`config.mk`:
```
export PLATFORM = sky130hd
export DESIGN_NAME = dmem_arbiter_flat
export DESIGN_NICKNAME = d
export VERILOG_FILES = /design/src/rtl/dmem_arbiter_if.sv /design/src/rtl/dmem_arbiter.sv /design/src/flat_wrapper.sv
export SDC_FILE = /design/constraint.sdc
export NUM_CORES = 1
export LEC_CHECK = 0
export BUFFER_PORTS_ARGS = -buffer_cell sky130_fd_sc_hd__buf_4
export CAP_MARGIN = 30
export CORE_AREA = 2 2 205 207
export CTS_CLUSTER_SIZE = 10
export DETAILED_ROUTE_END_ITERATION = 8
export DIE_AREA = 0 0 207 209
export PLACE_DENSITY = 0.36
export SLEW_MARGIN = 25
export SYNTH_ARGS = -nofsm -noshare
export SYNTH_HDL_FRONTEND = slang
export SYNTH_SLANG_ARGS = --single-unit
```
`constraint.sdc`:
```
create_clock -name clk -period 2.2 [get_ports clk]
set_input_delay 0.66 -clock clk [delete_from_list [all_inputs] [get_ports clk]]
set_output_delay 0.66 -clock clk [all_outputs]
set_load 0.1 [all_outputs]
```
`src/rtl/dmem_arbiter_if.sv`:
```
// Signal bundle for dmem_arbiter: pipeline and loader request ports plus the RAM port.
// slave is the arbiter's view; master is the requesters together with the RAM.
interface dmem_arbiter_if;
  logic        m_req;
  logic        m_we;
  logic [63:0] m_addr;
  logic [63:0] m_wdata;
  logic        m_done;
  logic        m_err;
  logic [63:0] m_rdata;
  logic        m_stall;

  logic        l_req;
  logic        l_we;
  logic [63:0] l_addr;
  logic [63:0] l_wdata;
  logic        l_done;
  logic        l_err;
  logic [63:0] l_rdata;

  logic        mem_en;
  logic        mem_we;
  logic [7:0]  mem_addr;
  logic [63:0] mem_wdata;
  logic [63:0] mem_rdata;

  modport slave (
    input  m_req, m_we, m_addr, m_wdata, l_req, l_we, l_addr, l_wdata, mem_rdata,
    output m_done, m_err, m_rdata, m_stall, l_done, l_err, l_rdata,
    output mem_en, mem_we, mem_addr, mem_wdata
  );

  modport master (
    output m_req, m_we, m_addr, m_wdata, l_req, l_we, l_addr, l_wdata, mem_rdata,
    input  m_done, m_err, m_rdata, m_stall, l_done, l_err, l_rdata,
    input  mem_en, mem_we, mem_addr, mem_wdata
  );
endinterface

```
`src/rtl/dmem_arbiter.sv`:
```
// Shares one data RAM between the pipeline memory stage and the program loader.
// Define DMEM_ARB_STARVE_EN to add the loader starvation guard (counter + priority override).
module dmem_arbiter #(
  parameter int ADDR_LIMIT = 256,
  parameter int STARVE_MAX = 4
) (
  input logic           clk,
  input logic           rst,
  dmem_arbiter_if.slave bus
);
  typedef enum logic [1:0] {
    IDLE   = 2'd0,
    ACCESS = 2'd1,
    RESP   = 2'd2,
    ERR    = 2'd3
  } state_t;

  state_t      state_r;
  state_t      state_next_s;
  logic        own_l_r;
  logic        mem_en_r;
  logic        mem_we_r;
  logic [7:0]  mem_addr_r;
  logic [63:0] mem_wdata_r;
  logic        m_done_r;
  logic        m_err_r;
  logic        m_rd_r;
  logic        l_done_r;
  logic        l_err_r;
  logic        l_rd_r;

  logic        starve_hit_s;
  logic        pick_l_s;
  logic        grant_s;
  logic        valid_s;
  logic        sel_we_s;
  logic [63:0] sel_addr_s;
  logic [63:0] sel_wdata_s;

`ifdef DMEM_ARB_STARVE_EN
  localparam int CNT_W = $clog2(STARVE_MAX + 1);
  logic [CNT_W-1:0] starve_cnt_r;

  assign starve_hit_s = (starve_cnt_r == CNT_W'(STARVE_MAX));

  // Consecutive pipeline grants while the loader waits; any gap in l_req restarts the count.
  always_ff @(posedge clk) begin
    if (rst) begin
      starve_cnt_r <= CNT_W'(32'd0);
    end else if (state_r != IDLE) begin
      starve_cnt_r <= starve_cnt_r;
    end else if (!bus.l_req || (grant_s && pick_l_s)) begin
      starve_cnt_r <= CNT_W'(32'd0);
    end else if (grant_s && !starve_hit_s) begin
      starve_cnt_r <= starve_cnt_r + CNT_W'(32'd1);
    end else begin
      starve_cnt_r <= starve_cnt_r;
    end
  end
`else
  // No counter: the override can never fire, so the pipeline always wins ties.
  assign starve_hit_s = (STARVE_MAX < 0);
`endif

  assign pick_l_s    = bus.l_req & (~bus.m_req | starve_hit_s);
  assign sel_we_s    = pick_l_s ? bus.l_we    : bus.m_we;
  assign sel_addr_s  = pick_l_s ? bus.l_addr  : bus.m_addr;
  assign sel_wdata_s = pick_l_s ? bus.l_wdata : bus.m_wdata;
  assign valid_s     = (sel_addr_s < 64'(ADDR_LIMIT));

  // Next-state logic; IDLE holds off while a done pulse is out so that cycle's req is ignored.
  always_comb begin
    state_next_s = state_r;
    grant_s      = 1'b0;
    case (state_r)
      IDLE: begin
        if ((bus.m_req | bus.l_req) & ~(m_done_r | l_done_r)) begin
          grant_s      = 1'b1;
          state_next_s = valid_s ? ACCESS : ERR;
        end else begin
          state_next_s = IDLE;
        end
      end
      ACCESS:  state_next_s = RESP;
      RESP:    state_next_s = IDLE;
      ERR:     state_next_s = IDLE;
      default: state_next_s = IDLE;
    endcase
  end

  // State register and owner latch.
  always_ff @(posedge clk) begin
    if (rst) begin
      state_r <= IDLE;
      own_l_r <= 1'b0;
    end else begin
      state_r <= state_next_s;
      own_l_r <= grant_s ? pick_l_s : own_l_r;
    end
  end

  // Registered RAM strobes (live during ACCESS) and owner-steered completion flags.
  always_ff @(posedge clk) begin
    if (rst) begin
      mem_en_r    <= 1'b0;
      mem_we_r    <= 1'b0;
      mem_addr_r  <= 8'd0;
      mem_wdata_r <= 64'd0;
      m_done_r    <= 1'b0;
      m_err_r     <= 1'b0;
      m_rd_r      <= 1'b0;
      l_done_r    <= 1'b0;
      l_err_r     <= 1'b0;
      l_rd_r      <= 1'b0;
    end else begin
      mem_en_r    <= grant_s & valid_s;
      mem_we_r    <= grant_s & valid_s & sel_we_s;
      mem_addr_r  <= (grant_s & valid_s) ? sel_addr_s[7:0] : 8'd0;
      mem_wdata_r <= (grant_s & valid_s) ? sel_wdata_s : 64'd0;
      m_done_r    <= ((state_r == ACCESS) | (state_r == ERR)) & ~own_l_r;
      m_err_r     <= (state_r == ERR) & ~own_l_r;
      m_rd_r      <= (state_r == ACCESS) & ~mem_we_r & ~own_l_r;
      l_done_r    <= ((state_r == ACCESS) | (state_r == ERR)) & own_l_r;
      l_err_r     <= (state_r == ERR) & own_l_r;
      l_rd_r      <= (state_r == ACCESS) & ~mem_we_r & own_l_r;
    end
  end

  // RAM output is itself a register; the gate flags steer it to the owner in the done cycle.
  assign bus.m_rdata   = m_rd_r ? bus.mem_rdata : 64'd0;
  assign bus.l_rdata   = l_rd_r ? bus.mem_rdata : 64'd0;
  assign bus.m_done    = m_done_r;
  assign bus.m_err     = m_err_r;
  assign bus.l_done    = l_done_r;
  assign bus.l_err     = l_err_r;
  assign bus.m_stall   = bus.m_req & ~m_done_r;
  assign bus.mem_en    = mem_en_r;
  assign bus.mem_we    = mem_we_r;
  assign bus.mem_addr  = mem_addr_r;
  assign bus.mem_wdata = mem_wdata_r;
endmodule

```
`src/flat_wrapper.sv`:
```
// flat-port wrapper written by rule: the top's interface ports become plain ports
module dmem_arbiter_flat 
#(
  parameter int ADDR_LIMIT = 256,
  parameter int STARVE_MAX = 4
)
  (clk, rst, bus_m_req, bus_m_we, bus_m_addr, bus_m_wdata, bus_l_req, bus_l_we, bus_l_addr, bus_l_wdata, bus_mem_rdata, bus_m_done, bus_m_err, bus_m_rdata, bus_m_stall, bus_l_done, bus_l_err, bus_l_rdata, bus_mem_en, bus_mem_we, bus_mem_addr, bus_mem_wdata);
  dmem_arbiter_if bus_i ();
  input logic clk;
  input logic rst;
  input wire logic [$bits(bus_i.m_req)-1:0] bus_m_req;
  input wire logic [$bits(bus_i.m_we)-1:0] bus_m_we;
  input wire logic [$bits(bus_i.m_addr)-1:0] bus_m_addr;
  input wire logic [$bits(bus_i.m_wdata)-1:0] bus_m_wdata;
  input wire logic [$bits(bus_i.l_req)-1:0] bus_l_req;
  input wire logic [$bits(bus_i.l_we)-1:0] bus_l_we;
  input wire logic [$bits(bus_i.l_addr)-1:0] bus_l_addr;
  input wire logic [$bits(bus_i.l_wdata)-1:0] bus_l_wdata;
  input wire logic [$bits(bus_i.mem_rdata)-1:0] bus_mem_rdata;
  output wire logic [$bits(bus_i.m_done)-1:0] bus_m_done;
  output wire logic [$bits(bus_i.m_err)-1:0] bus_m_err;
  output wire logic [$bits(bus_i.m_rdata)-1:0] bus_m_rdata;
  output wire logic [$bits(bus_i.m_stall)-1:0] bus_m_stall;
  output wire logic [$bits(bus_i.l_done)-1:0] bus_l_done;
  output wire logic [$bits(bus_i.l_err)-1:0] bus_l_err;
  output wire logic [$bits(bus_i.l_rdata)-1:0] bus_l_rdata;
  output wire logic [$bits(bus_i.mem_en)-1:0] bus_mem_en;
  output wire logic [$bits(bus_i.mem_we)-1:0] bus_mem_we;
  output wire logic [$bits(bus_i.mem_addr)-1:0] bus_mem_addr;
  output wire logic [$bits(bus_i.mem_wdata)-1:0] bus_mem_wdata;
  assign bus_i.m_req = bus_m_req;
  assign bus_i.m_we = bus_m_we;
  assign bus_i.m_addr = bus_m_addr;
  assign bus_i.m_wdata = bus_m_wdata;
  assign bus_i.l_req = bus_l_req;
  assign bus_i.l_we = bus_l_we;
  assign bus_i.l_addr = bus_l_addr;
  assign bus_i.l_wdata = bus_l_wdata;
  assign bus_i.mem_rdata = bus_mem_rdata;
  assign bus_m_done = bus_i.m_done;
  assign bus_m_err = bus_i.m_err;
  assign bus_m_rdata = bus_i.m_rdata;
  assign bus_m_stall = bus_i.m_stall;
  assign bus_l_done = bus_i.l_done;
  assign bus_l_err = bus_i.l_err;
  assign bus_l_rdata = bus_i.l_rdata;
  assign bus_mem_en = bus_i.mem_en;
  assign bus_mem_we = bus_i.mem_we;
  assign bus_mem_addr = bus_i.mem_addr;
  assign bus_mem_wdata = bus_i.mem_wdata;
  dmem_arbiter #(.ADDR_LIMIT(ADDR_LIMIT), .STARVE_MAX(STARVE_MAX)) u_core (.clk(clk), .rst(rst), .bus(bus_i));
endmodule
```
==> results of run 1 <==
what timing repair did:
item | 4_1_cts | 5_1_grt
gates resized for setup | 2 | 6
cloned | 0 | 1
hold buffers | 0 | 0
setup endpoints to repair | 2 | 14
metrics by stage:
stage	hold WS (ns)	power, mW	setup slack, ns
finish	0.513	4.39	0.0840
detailed placement	0.500	2.80	-0.362
global route	0.543	4.61	0.0121
floorplan	0.460	2.17	0.0391
CTS	0.518	4.51	0.00751
global placement	0.488	2.80	-0.375
cell type report:
cell class              instances  area [sq um]  area share [%]
flip-flops and latches         83          1660            17.9
diodes                          3          7.51          0.0810
multi-input cells             409          2350            25.4
clock buffers                  10           229            2.47
well taps                     539           674            7.27
inverters                       1          3.75          0.0405
clock inverters                 6          73.8           0.796
repair buffers                551          4270            46.0
sequential cells by signal, summed over array words and instances (netlist names):
| name | cells |
|---|---|
| u_core.bus.l_done | 1 |
| u_core.bus.l_err | 1 |
| u_core.bus.m_done | 1 |
| u_core.bus.m_err | 1 |
| u_core.bus.mem_addr | 8 |
| u_core.bus.mem_en | 1 |
| u_core.bus.mem_wdata | 64 |
| u_core.bus.mem_we | 1 |
| u_core.l_rd_r | 1 |
| u_core.m_rd_r | 1 |
| u_core.own_l_r | 1 |
| u_core.state_r | 2 |
where the power goes:
part           switching [mW]  internal (mW)
clock                   0.731          0.897
combinational           0.714          0.523
sequential             0.0106           1.51
worst max-delay path by stage:
| stage | from | endpoint |
|---|---|---|
| 3_3_place_gp | bus_m_addr[41] | u_core.bus.mem_wdata[32]$_SDFF_PP0_ |
| 3_5_place_dp | bus_m_addr[41] | u_core.bus.mem_wdata[32]$_SDFF_PP0_ |
| 6_report | u_core.l_rd_r$_SDFF_PP0_ | bus_l_rdata[2] |
| 4_1_cts | u_core.l_rd_r$_SDFF_PP0_ | bus_l_rdata[2] |
| 5_1_grt | u_core.m_rd_r$_SDFF_PP0_ | bus_m_rdata[48] |
| 2_1_floorplan | u_core.l_rd_r$_SDFF_PP0_ | bus_l_rdata[63] |
cell families after synthesis:
| kind of cell | synth area share [%] |
|---|---|
| and+or+nand+nor | 40.4 |
| DFF | 39.8 |
| AOI/OAI and AO/OA | 14.9 |
| buffers and inverters | 4.91 |
worst max-delay path, cell delays in order (launching register included):
cell and delay (ns):
dfxtp_2 0.40, buf_12 0.19, and2_1 0.25, buf_6 0.26
per-layer routing:
layer,vias up,routed length (um)
met1,2463,10600
met5,-,0
met4,0,642
li1,2777,-
met3,26,1910
met2,288,14800
cells in the final DEF, fill, tap and decap left out, types with 2 or more instances in the layout:
cell	netlist	routed
buf_4	0	538
nand2_1	147	147
and2_1	129	129
dfxtp_1	83	82
a21oi_2	59	59
nor4_1	31	29
a21oi_1	16	16
clkbuf_16	0	10
buf_12	0	8
nand4_1	6	6
nor2_1	6	6
buf_6	7	4
diode_2	0	3
nand2b_1	4	3
nor2b_4	0	2
nor3_2	2	2
nor4_2	0	2
nand3_1	2	2
o211ai_1	2	2
clkinvlp_4	0	2
==> flow_summary.yaml, run 1 <==
status:
  status: "finished clean"
grt:
  grt_pass1_wl_um: 39200
  antenna_found_initial: 5
  use_met2_pct: 22.6
  grt_pass1_vias: 5766
  grt_usage_pct: 12.2
  grt_max_degree: 74
  grt_busiest_layer: "met2"
  gr-total-overflow: 0
  grtUsageMet1_pct: 13.4
  met3_usage_pct: 3.56
floorplan:
  rows: 75
  die_h_um: 209
  dieArea_sq_um: 43300
  die_x_um: 207
  io_pins: 533
  fp.coreArea_sq_um: 41300
  start_util_pct: 10.1
critical_path:
  rr_startpoint: "u_core.state_r[1]$_SDFF_PP0_"
  cp_data_arrival_time_ns: 1.46
  reg2reg_depth: 7
  rrSetupSlack_ns: 0.59
  crit_path_start_kind: "flip-flop"
  path_class: "flip-flop to output pin"
  critPathMaxFanout: 32
  worstPathRequired_ns: 1.54
  endpoint_kind: "output pin"
  reg2reg_to: "u_core.bus.mem_wdata[32]$_SDFF_PP0_"
sta:
  clock_skew_ns: 0.0116
  fin_crit_sh_pct: 96.2
  slew-limit-headroom_pct: 69.1
  setup_viol: 0
  tightest_slew_ns: 0.464
  setup_tns_ns: 0
  maxSlewViolCount: 0
  fmax_mhz: 473
  period_needed_ns: 2.12
  rsz0062_at_grt: "false"
  hold_viol: 0
clock_network:
  path_clk_slew_ns: 0.07
  cts_buffer_depth: 2
  ctsHtreeMaxLevel: 3
  clock_latency_ns: 0.35
  cts_buffers: 9
  cts_setup_buffers: 0
  cts-root-buf: "clkbuf_16"
  clock-sinks: 83
  cts_tree: "yes"
synthesis:
  synth_top_cell_area_share_pct: 39.8
  async_flop_share_pct: 0
  ys.warnings.count: 0
  synthCells: 532
  synth_fp_nets: 858
  yosysUniqueCellTypes: 20
  ys_top_cells_by_count: "147 x nand2_1, 129 x and2_1, 83 x dfxtp_1"
  syn_area_per_cell_sq_um: 7.85
  synth_most_common_cell: "nand2_1"
  ys.flop_type: "dfxtp_1"
  synth.largest_area_cell: "dfxtp_1"
  synth-seq-area-share_pct: 39.8
  synthTopCellsByArea: "dfxtp_1 40%, and2_1 19%, nand2_1 13%"
  syn-cell-area_sq_um: 4180
  synth_edf_count: 0
  synth-seq-cells: 83
worst_hold_path:
  hp-start: "u_core.own_l_r$_SDFFE_PP0P_"
  min_to: "u_core.bus.l_done$_SDFF_PP0_"
  min_path_cells: 2
  min_path_type: "flip-flop to flip-flop"
layout:
  instances_no_fill: 1602
  area_growth_pct: 122
  fin_nets: 1381
  n_fill_cell: 4616
  final_util_pct: 22.5
  drive_gt1_share_pct: 60.0
  design_area_sq_um: 9270
routing:
  routed_wl_um: 28000
  route.detailed.drc: 0
  vias: 5554
  post_drt_wl_per_cell_um: 17.5
  dr.pass1.iters: 4
  ant_nets: 0
  drt_iter0_markers: 204
  vias_per_cell: 3.47
placement:
  dp.cells: 1582
  dp_hpwl_um: 23200
  gp_congestion: 0.842
  portBuffers: 532
  dpl_cell_area_sq_um: 8900
run:
  cap_violations: 0
pwr:
  vdd_drop_max_uv: 358
  powerDensity_nw_per_um2: 473
  leakagePower_nw: 4.49
Power figures use the tool's default switching activity.
==> inputs of run 2 (changes only) <==
--- a/config.mk
+++ b/config.mk
@@ -8,6 +8,7 @@
 export BUFFER_PORTS_ARGS = -buffer_cell sky130_fd_sc_hd__buf_4
 export CAP_MARGIN = 30
 export CORE_AREA = 2 2 205 207
+export CTS_BUF_LIST = sky130_fd_sc_hd__clkbuf_4
 export CTS_CLUSTER_SIZE = 10
 export DETAILED_ROUTE_END_ITERATION = 8
 export DIE_AREA = 0 0 207 209
==> flow_summary.yaml, run 2 (synthesis gave the netlist of run 1 again) <==
floorplan:
  start_util_pct: 10.1
  rows: 75
  die_x_um: 207
  fp.coreArea_sq_um: 41300
  dieArea_sq_um: 43300
  die_h_um: 209
  io_pins: 533
layout:
  seqCellArea_sq_um: 1670
  final_cell_mix: "414 x buf_4, 147 x nand2_1, 115 x buf_12"
  final_util_pct: 25.9
  largest_reg_flops: 64
  fin_nets: 1382
  multiInputGateArea_sq_um: 2430
  drive_gt1_share_pct: 63.7
  area_growth_pct: 156
  mostFrequentLayoutCell: "buf_4"
  n_fill_cell: 4385
pwr:
  leakagePower_nw: 4.82
  pwr-share-comb_pct: 35.8
  switching_share_pct: 35.7
  powerDensity_nw_per_um2: 372
  power.total_mw: 3.98
  power_switching_mw: 1.42
  p_clk_share_pct: 25.8
  vdd_drop_max_uv: 297
  seqPwrFrac_pct: 38.3
  intPower_mw: 2.56
routing:
  dr.pass1.iters: 4
  vias_per_cell: 3.54
  ant_nets: 0
  drt_iter0_markers: 200
  post_drt_wl_per_cell_um: 17.9
  routed_wl_um: 28700
  route.detailed.drc: 0
  vias: 5679
worst_hold_path:
  hp-start: "rst"
  min_path_type: "input port to flip-flop"
  min_to: "u_core.own_l_r$_SDFFE_PP0P_"
  min_path_cells: 2
grt:
  grt_usage_pct: 12.5
  grt_max_degree: 74
  antenna_found_initial: 6
  grt_pass1_wl_um: 40200
  gr-total-overflow: 0
  grt_pass1_vias: 5902
placement:
  place_ws_ns: -0.362
  portBuffers: 532
  gp_congestion: 0.842
  dp_hpwl_um: 23200
clock_network:
  cts_tree: "yes"
  cts-root-buf: "clkbuf_4"
  clock_latency_ns: 0.46
  cts_buffers: 9
  clock-sinks: 83
  cts_setup_buffers: 0
  ctsHtreeMaxLevel: 3
  path_clk_slew_ns: 0.16
  cts_buffer_depth: 2
critical_path:
  endpoint_kind: "output pin"
  rrSetupSlack_ns: 0.58
  worstPathRequired_ns: 1.54
  critPathMaxFanout: 32
  crit_path_start_kind: "flip-flop"
  reg2reg_to: "u_core.bus.mem_wdata[32]$_SDFF_PP0_"
  rr_startpoint: "u_core.state_r[1]$_SDFF_PP0_"
  cp_data_arrival_time_ns: 1.47
  reg2reg_depth: 7
  path_class: "flip-flop to output pin"
status:
  status: "finished clean"
sta:
  fin_crit_sh_pct: 97.0
  period_needed_ns: 2.13
  maxSlewViolCount: 0
  clock_skew_ns: 0.0201
  hold_viol: 0
  rsz0062_at_grt: "true"
  setup_viol: 0
  slew-limit-headroom_pct: 65.1
  worst_slack_ns: 0.0657
  tightest_slew_ns: 0.519
  fmax_mhz: 469
run:
  cap_violations: 0
run 2: worst max-delay path by stage:
stage	from	end	slack (ns)	cells after the start
3_3_place_gp	bus_m_addr[41]	u_core.bus.mem_wdata[32]$_SDFF_PP0_	-0.38	8
4_1_cts	u_core.l_rd_r$_SDFF_PP0_	bus_l_rdata[2]	-0.02	3
6_report	u_core.m_rd_r$_SDFF_PP0_	bus_m_rdata[16]	0.07	3
3_5_place_dp	bus_m_addr[41]	u_core.bus.mem_wdata[32]$_SDFF_PP0_	-0.36	8
5_1_grt	u_core.l_rd_r$_SDFF_PP0_	bus_l_rdata[33]	-0.04	3
2_1_floorplan	u_core.l_rd_r$_SDFF_PP0_	bus_l_rdata[63]	0.04	3
run 2: critical path, stage by stage, from the launching register on:
cell and delay [ns]:
dfxtp_4 0.43, buf_16 0.20, and2_1 0.16, buf_6 0.22
run 2: per-stage QoR:
stage / TNS (ns) / hold slack, ns / area, sq um / cells
finish: 0 / 0.414 / 10700 / 1606
global route: -0.653 / 0.366 / 10700 / 1606
CTS: -0.0416 / 0.347 / 9940 / 1600
detailed placement: -24.42 / 0.500 / 8900 / 1582
global placement: -26.19 / 0.488 / 8900 / 1582
floorplan: 0 / 0.460 / 4180 / 532
run 2: layer usage:
metal | track usage [%] | vias to the layer above | part of all wire (%)
met5 | 0 | - | 0
met4 | 4.95 | 0 | 3.6
met3 | 3.29 | 33 | 6.2
met2 | 23.1 | 299 | 53
met1 | 13.5 | 2565 | 37
li1 | - | 2782 | -
run 2: what timing repair did:
action / in CTS / in global routing
hold buffers: 0 / 0
cloned: 2 / 0
setup endpoints to repair: 128 / 83
resized for setup: 221 / 185
run 2: power by group through the flow:
stage | combinational (mW) | sequential [mW] | clock, mW
2_1_floorplan | 0.598 | 1.57 | 0
3_3_place_gp | 1.25 | 1.56 | 0
3_5_place_dp | 1.25 | 1.56 | 0
4_1_cts | 1.33 | 1.53 | 1.14
5_1_grt | 1.50 | 1.53 | 1.16
6_report | 1.43 | 1.53 | 1.03
run 2: final cells by class:
class / instances / area share (%)
sequential: 83 / 15.6
multi-input combinational: 409 / 22.7
timing repair buffer: 552 / 53.8
antenna: 6 / 0.140
tap: 539 / 6.30
clock inverter: 6 / 0.690
inverter: 1 / 0.0351
clock buffer: 10 / 0.701
